$ cat src/rtl/nibble_serializer.sv
// Serializes WORD_WIDTH-bit words into NIBBLE_WIDTH-bit chunks over valid/ready handshakes.
// One active word plus one pending word allow back-to-back words to stream with no bubbles.
module nibble_serializer #(
  parameter int unsigned WORD_WIDTH   = 32,
  parameter int unsigned NIBBLE_WIDTH = 4,
  parameter bit          MSB_FIRST    = 1'b0
) (
  input  logic                                       i_clock,
  input  logic                                       i_reset,
  input  logic                                       i_clear,
  input  logic [WORD_WIDTH-1:0]                      i_in_word,
  input  logic                                       i_in_valid,
  output logic                                       o_in_ready,
  output logic [NIBBLE_WIDTH-1:0]                    o_out_nibble,
  output logic                                       o_out_valid,
  input  logic                                       i_out_ready,
  output logic [$clog2(WORD_WIDTH/NIBBLE_WIDTH)-1:0] o_out_index,
  output logic                                       o_out_last,
  output logic                                       o_busy
);

  localparam int unsigned NIBBLES = WORD_WIDTH / NIBBLE_WIDTH;
  localparam int unsigned IDX_W   = $clog2(NIBBLES);
  localparam int unsigned BIT_W   = $clog2(WORD_WIDTH);

  if ((WORD_WIDTH % NIBBLE_WIDTH) != 0 || NIBBLES < 2) begin : g_param_check
    $error("nibble_serializer: WORD_WIDTH must be a multiple of NIBBLE_WIDTH with at least 2 chunks");
  end

  logic [WORD_WIDTH-1:0] r_act_word;
  logic                  r_act_valid;
  logic [IDX_W-1:0]      r_cnt;
  logic [WORD_WIDTH-1:0] r_pend_word;
  logic                  r_pend_valid;

  logic                  w_accept;
  logic                  w_xfer;
  logic                  w_last;
  logic                  w_done;
  logic [IDX_W-1:0]      w_index;
  logic [BIT_W-1:0]      w_base;

  // Output decode: everything except in_ready depends on registers only
  assign w_last       = r_act_valid && (r_cnt == IDX_W'(NIBBLES - 1));
  assign w_index      = MSB_FIRST ? (IDX_W'(NIBBLES - 1) - r_cnt) : r_cnt;
  assign w_base       = BIT_W'(w_index) * BIT_W'(NIBBLE_WIDTH);

  assign o_out_valid  = r_act_valid;
  assign o_out_last   = w_last;
  assign o_out_index  = r_act_valid ? w_index : '0;
  assign o_out_nibble = r_act_valid ? r_act_word[w_base +: NIBBLE_WIDTH] : '0;
  assign o_in_ready   = !r_pend_valid && !i_clear;
  assign o_busy       = r_act_valid || r_pend_valid;

  assign w_accept     = i_in_valid && o_in_ready;
  assign w_xfer       = r_act_valid && i_out_ready;
  assign w_done       = w_xfer && w_last;

  // Active/pending word bookkeeping; a finishing word hands over to pending first, then to a new accept
  always_ff @(posedge i_clock or posedge i_reset) begin
    if (i_reset) begin
      r_act_word   <= '0;
      r_act_valid  <= 1'b0;
      r_cnt        <= '0;
      r_pend_word  <= '0;
      r_pend_valid <= 1'b0;
    end else if (i_clear) begin
      r_act_valid  <= 1'b0;
      r_pend_valid <= 1'b0;
      r_cnt        <= '0;
    end else if (w_done) begin
      r_cnt <= '0;
      if (r_pend_valid) begin
        r_act_word   <= r_pend_word;
        r_pend_valid <= 1'b0;
      end else if (w_accept) begin
        r_act_word <= i_in_word;
      end else begin
        r_act_valid <= 1'b0;
      end
    end else begin
      if (w_xfer) begin
        r_cnt <= r_cnt + IDX_W'(1);
      end
      if (w_accept) begin
        if (!r_act_valid) begin
          r_act_word  <= i_in_word;
          r_act_valid <= 1'b1;
          r_cnt       <= '0;
        end else begin
          r_pend_word  <= i_in_word;
          r_pend_valid <= 1'b1;
        end
      end
    end
  end

endmodule

$ cat config.mk
export PLATFORM = sky130hd
export DESIGN_NAME = nibble_serializer
export DESIGN_NICKNAME = d
export VERILOG_FILES = /design/src/rtl/nibble_serializer.sv
export SDC_FILE = /design/constraint.sdc
export NUM_CORES = 1
export LEC_CHECK = 0
export ABC_AREA = 1
export CAP_MARGIN = 20
export CORE_MARGIN = 2
export CORE_UTILIZATION = 56
export CTS_CLUSTER_DIAMETER = 100
export DETAILED_ROUTE_END_ITERATION = 6
export PLACE_DENSITY = 0.79
export SETUP_SLACK_MARGIN = 0.5
export SYNTH_ARGS = -nofsm -noshare
export SYNTH_HDL_FRONTEND = slang
export SYNTH_SLANG_ARGS = --single-unit
$ cat constraint.sdc
create_clock -name i_clock -period 2.6 [get_ports i_clock]
set_clock_uncertainty 0.2 [all_clocks]
set_input_delay 0.39 -clock i_clock [delete_from_list [all_inputs] [get_ports i_clock]]
set_output_delay 0.39 -clock i_clock [all_outputs]
set_load 0.005 [all_outputs]
# --- Yosys cells after proc, flatten, opt, wreduce, memory -nomap -nowiden ---
# Index checks and enable logic that the tools add are counted.
word_totals:
  regBits: 69
  latch_bits: 0
  mem_bits_rw: 0
  romBits: 0
  in_bits: 37
  output_inout_bits: 11
  elab_cells: 50
  n_memories: 0
op_classes:
  n_addsub: 1
  multipliers: 0
  div: 0
  magnitude_cmp: 0
  eq_ne: 4
  shifts: 1
  mux: 21
  bitwise_logic: 2
  n_reduce_logical: 16
op_table:
  columns: ["cell", "count"]
  rows:
  - ["$mux W32", 5]
  - ["$shiftx A32 B6 Y4", 1]
  - ["$mux W3", 6]
  - ["$mux W1", 9]
  - ["$reduce_and A4 Y1", 2]
  - ["$ne A3 B3 Y1 const B", 2]
  - ["$reduce_bool A3 Y1", 2]
  - ["$logic_and A1 B1 Y1", 5]
  - ["$mux W4", 1]
  - ["$reduce_bool A2 Y1", 2]
  - ["$add A3 B1 Y3 const B", 1]
  - ["$eq A3 B3 Y1 const B", 1]
  - ["$reduce_and A3 Y1", 1]
  - ["$logic_not A1 Y1", 2]
  - ["$ne A2 B1 Y1 const B", 1]
  - ["$not A1 Y1", 2]
  - ["$reduce_and A2 Y1", 1]
  - ["$logic_or A1 B1 Y1", 1]

# --- Longest topological paths before layout ---
depth:
  word_depth: 7
  mapped_depth: 9
  ltp_nobuf: 8

# --- Worst setup path before layout ---
# OpenSTA, ideal clock, no wires.
synth_path:
  path_kind: "flip-flop to flip-flop"
  from: "register r_cnt[0]"
  to: "register r_pend_word[10]"
  setup_ns: 0.116
  t_arrival_ns: 1.462
  t_required_ns: 2.284
  setup_slack_ns: 0.821
  stages_incl_launch_ff: 10
  path_buffers: 1
  synth_period_minus_slack_ns: 1.779
  path_cell_list: "dfrtp_1 ha_1 ha_1 nand3_2 nand2_1 nor2_4 inv_2 buf_6 nand2_1 nand2_1"
synth_between:
  elab_chain_cells: 5
synth_rtl:
  columns: ["element", "line", "text"]
  rows:
  - ["start, declared", "32", "logic [IDX_W-1:0] r_cnt;"]
  - ["start signal, assigned", "83", "r_cnt <= r_cnt + IDX_W'(1);"]
  - ["$eq A3 B3 Y1", "44", "assign w_last = r_act_valid && (r_cnt == IDX_W'(NIBBLES - 1));"]
  - ["$logic_and A1 B1 Y1", "44", null]
  - ["$logic_and A1 B1 Y1", "57", "assign w_done = w_xfer && w_last;"]
  - ["$not A1 Y1 (no line)", null, null]
  - ["$reduce_and A4 Y1 (no line)", null, null]
  - ["end signal, assigned", "91", "r_pend_word <= i_in_word;"]
  - ["end, declared", "33", "logic [WORD_WIDTH-1:0] r_pend_word;"]
# No other way between the ends.
# A chain may end at the register's enable or synchronous reset.

# --- Worst setup path in the final report ---
layout_path:
  from: "register r_cnt[0]"
  to: "output o_out_nibble[0]"
layout_between:
  elab_chain_cells: 2
layout_rtl:
  columns: ["element", "line", "text"]
  rows:
  - ["$shiftx A32 B6 Y4", "51", "assign o_out_nibble = r_act_valid ? r_act_word[w_base +: NIBBLE_WIDTH] : '0;"]
  - ["$mux W4", "51", null]
  - ["end, declared", "14", "output logic [NIBBLE_WIDTH-1:0] o_out_nibble,"]
# No other way between the ends.

==> impl_results.md <==
- Drt via density: about 5.2
- Fin crit period: between 2 and 2.5 ns
- Total Power: 3.12 mW
- H-tree depth: 3
- Die footprint: between 7000 and 8000 µm²
- Routability cong.: 0.931
- Worst-Margin Slew: around 0.58 ns
- Leakage power: 2.73 nW
- Inserted Clock Buffers: 9
- Post-synth top cells: 414 x nand2_1, 69 x dfrtp_1, 34 x nand3_1, 18 x o21ai_0, 16 x buf_2
- Yosys reg bits: 69
- Min-delay worst type: in2async
- Routed length per instance: roughly 13 µm
- Top-area cell type share of the netlist area: roughly 43%
- Router iterations before antenna repair: 7
- Sequential area share after synthesis: between 40 and 50%
- Area Growth Syn to Fin: 22.8%
- TNS Setup: 0 ns
- Final Hold Fails: 0
- Tcrit/Tclk final: between 80% and 90%
- Max VDD drop: approximately 0.34 mV
- Detailed Route WL: 9960 µm
- Critical Path RT: about 2.0 ns
- Most frequent CP cell: nand2_1
- Chip height: between 80 and 90 µm
- Worst setup EP type: primary output
- Synth warnings: 0
- Die Span X: between 80 and 90 µm
- CTS tree: done
- Count of cell types in the netlist: 20
- Status: finished, final reports clean
- Iter 0 DRT Violations: ~350
- CTS Hold Bufs: 0
- Syn Area/Cell: roughly 6.6 µm²
- CP Data Arrival Time: approximately 1.7 ns
- Hold_ws: around 0.27 ns
- CORE AREA: between 6000 and 7000 µm²
- Initial Utilization: between 50% and 60%
- Fillers: approximately 580
- Clk pin slew, worst setup/hold paths: 0.07 ns
- CTS Buffer Depth: 2
- Worst-path maximum fanout: 7
- Cell Pwr Density: between 600 and 700 nW/µm²
- Ranking of synthesized cells by area: dfrtp_1 43%, nand2_1 39%, nand3_1 4.2%
- Fraction of layout cells with a size suffix above 1: between 10% and 20%
- Startpoint Class: register
- Ports: 48
- # diodes: 0
- Layout Cells excl Fill: about 760
- Row cnt: 30
- Clk Latency, worst-skew pair: between 0.3 and 0.4 ns
- Pins Over Slew Limit: 0
- Critical path class: reg2out
- CP max stage delay: about 0.38 ns
- Cell Count Post-Placement: 732
- Final #Nets: 701
- Vias in the first global route: 3576
- Via count: about 4.0k
- Cells after Synth: slightly above 600
- Root Driver: clkbuf_8
- Global route overflow: 0
- GR Util All Layers: a little over a quarter
- Max-cap viol count: 0
- Max frequency: around 450 MHz
- Post-synth EDFFs: 0
- HPWL after detailed placement: approximately 6700 µm
- Synthesized area: ~4000 µm²
- Post-synth ARST share: 100%
- Leading area contributor after synthesis: dfrtp_1
- Initial antenna violation count: 0
- Most frequent cell after synthesis: nand2_1
- Drt drc: 0
- First-pass GRT wire length: between 15000 and 20000 µm
- Slew headroom: roughly three fifths
- Synth Net Count: 649
- RSZ-0062 raised after global routing: yes
- Worst path slowest cell: dfrtp_2
- Port Buffers: 47
- Critical Path, Cell by Cell: buf_12 > clkinvlp_4 > buf_6 > nand2_2 > nand2_1 > nand2_1 > o21ai_1 > nand2_1 > nand2_1 > buf_2
- Final setup viols: 0
- Post-synth top flop: dfrtp_1
- ANT nets after route: 0
- Pin count of the biggest net entering global routing: 35
- Clock sink total: slightly below 70
==> state kept, by name (all words and copies together), names as in the netlist <==
register and cells:
o_out_valid 1, r_pend_valid 1, r_pend_word 32, r_cnt 3, r_act_word 32
==> worst max-delay path, delay by kind of cell, from the launching register on <==
| family | cells | cell delay [ns] |
|---|---|---|
| buffers and inverters | 4 | 0.59 |
| DFF | 1 | 0.38 |
| AOI/OAI and AO/OA | 1 | 0.07 |
| and+or+nand+nor | 5 | 0.26 |
==> metrics by stage <==
stage	setup WS, ns	area (µm²)	util [%]
global route	0.279	4920	71.6
floorplan	0.821	4010	-
global placement	0.381	4490	65.4
detailed placement	0.341	4490	65.4
CTS	0.393	4870	71.0
finish	0.359	4920	71.6
==> cell usage in the layout, fill, tap and decap left out, types with 5 or more instances in the layout <==
master	instances
nand2_1	408
dfrtp_1	64
clkdlybuf4s50_1	40
nand3_1	34
buf_4	15
nor2_1	12
clkbuf_8	10
o21ai_0	9
inv_1	8
o21ai_1	8
nand2_2	7
dfrtp_2	5
buf_6	5
==> where the power goes <==
group          switching (mW)  leakage (nW)  internal (mW)  total (mW)
registers               0.182         0.865           1.34        1.53
logic                   0.407          1.76          0.320       0.727
clock network           0.398        0.0964          0.467       0.865
total                   0.987          2.73           2.13        3.12
==> cell families (layout without fill, tap and decap cells) <==
kind of cell | count (synthesis) | count (layout) | share of synthesized area [%]
xor+xnor | 1 | 1 | 0.219
flops | 69 | 69 | 43.1
buf+inv | 48 | 105 | 7.06
compound gates | 19 | 19 | 2.44
fa+ha+maj | 2 | 2 | 0.625
simple gates | 471 | 471 | 46.6
==> layer usage <==
| layer | track usage, % | wire (µm) |
|---|---|---|
| met5 | 0 | 0 |
| met1 | 39.5 | 4610 |
| met4 | 8.40 | 132 |
| met2 | 41.4 | 4570 |
| met3 | 3.17 | 640 |
==> final timing paths <==
path | from | end | slack [ns] | cells after the start
setup / recovery | r_cnt[0] | o_out_nibble[0] | 0.36 | 10
hold / removal | i_reset | r_act_word[13] | 0.27 | 2
setup reg to reg | r_cnt[1] | r_pend_word[21] | 0.61 | 9
hold reg to reg | r_pend_word[2] | r_pend_word[2] | 0.28 | 2
max in group asynchronous | i_reset | r_pend_valid | 1.32 | 3
min in group i_clock | r_pend_word[2] | r_pend_word[2] | 0.28 | 2
==> area by class of cell <==
type | count | area, µm² | share of cell area [%]
timing repair buffer | 73 | 739 | 15.0
clock buffer | 12 | 145 | 2.95
tap | 96 | 120 | 2.44
inverter | 15 | 68.8 | 1.40
timing repair inverter | 1 | 7.51 | 0.153
clock inverter | 4 | 47.5 | 0.966
multi-input combinational | 493 | 2060 | 41.9
sequential | 69 | 1730 | 35.2
==> repair_timing <==
| action | 4_1_cts | 5_1_grt |
|---|---|---|
| pin swaps | 7 | 8 |
| setup buffers | 12 | 1 |
| gates resized for setup | 49 | 17 |
| gates cloned | 2 | 0 |
| endpoints found under the setup margin | 74 | 55 |
Note: power is estimated with default switching activity, not from simulation.
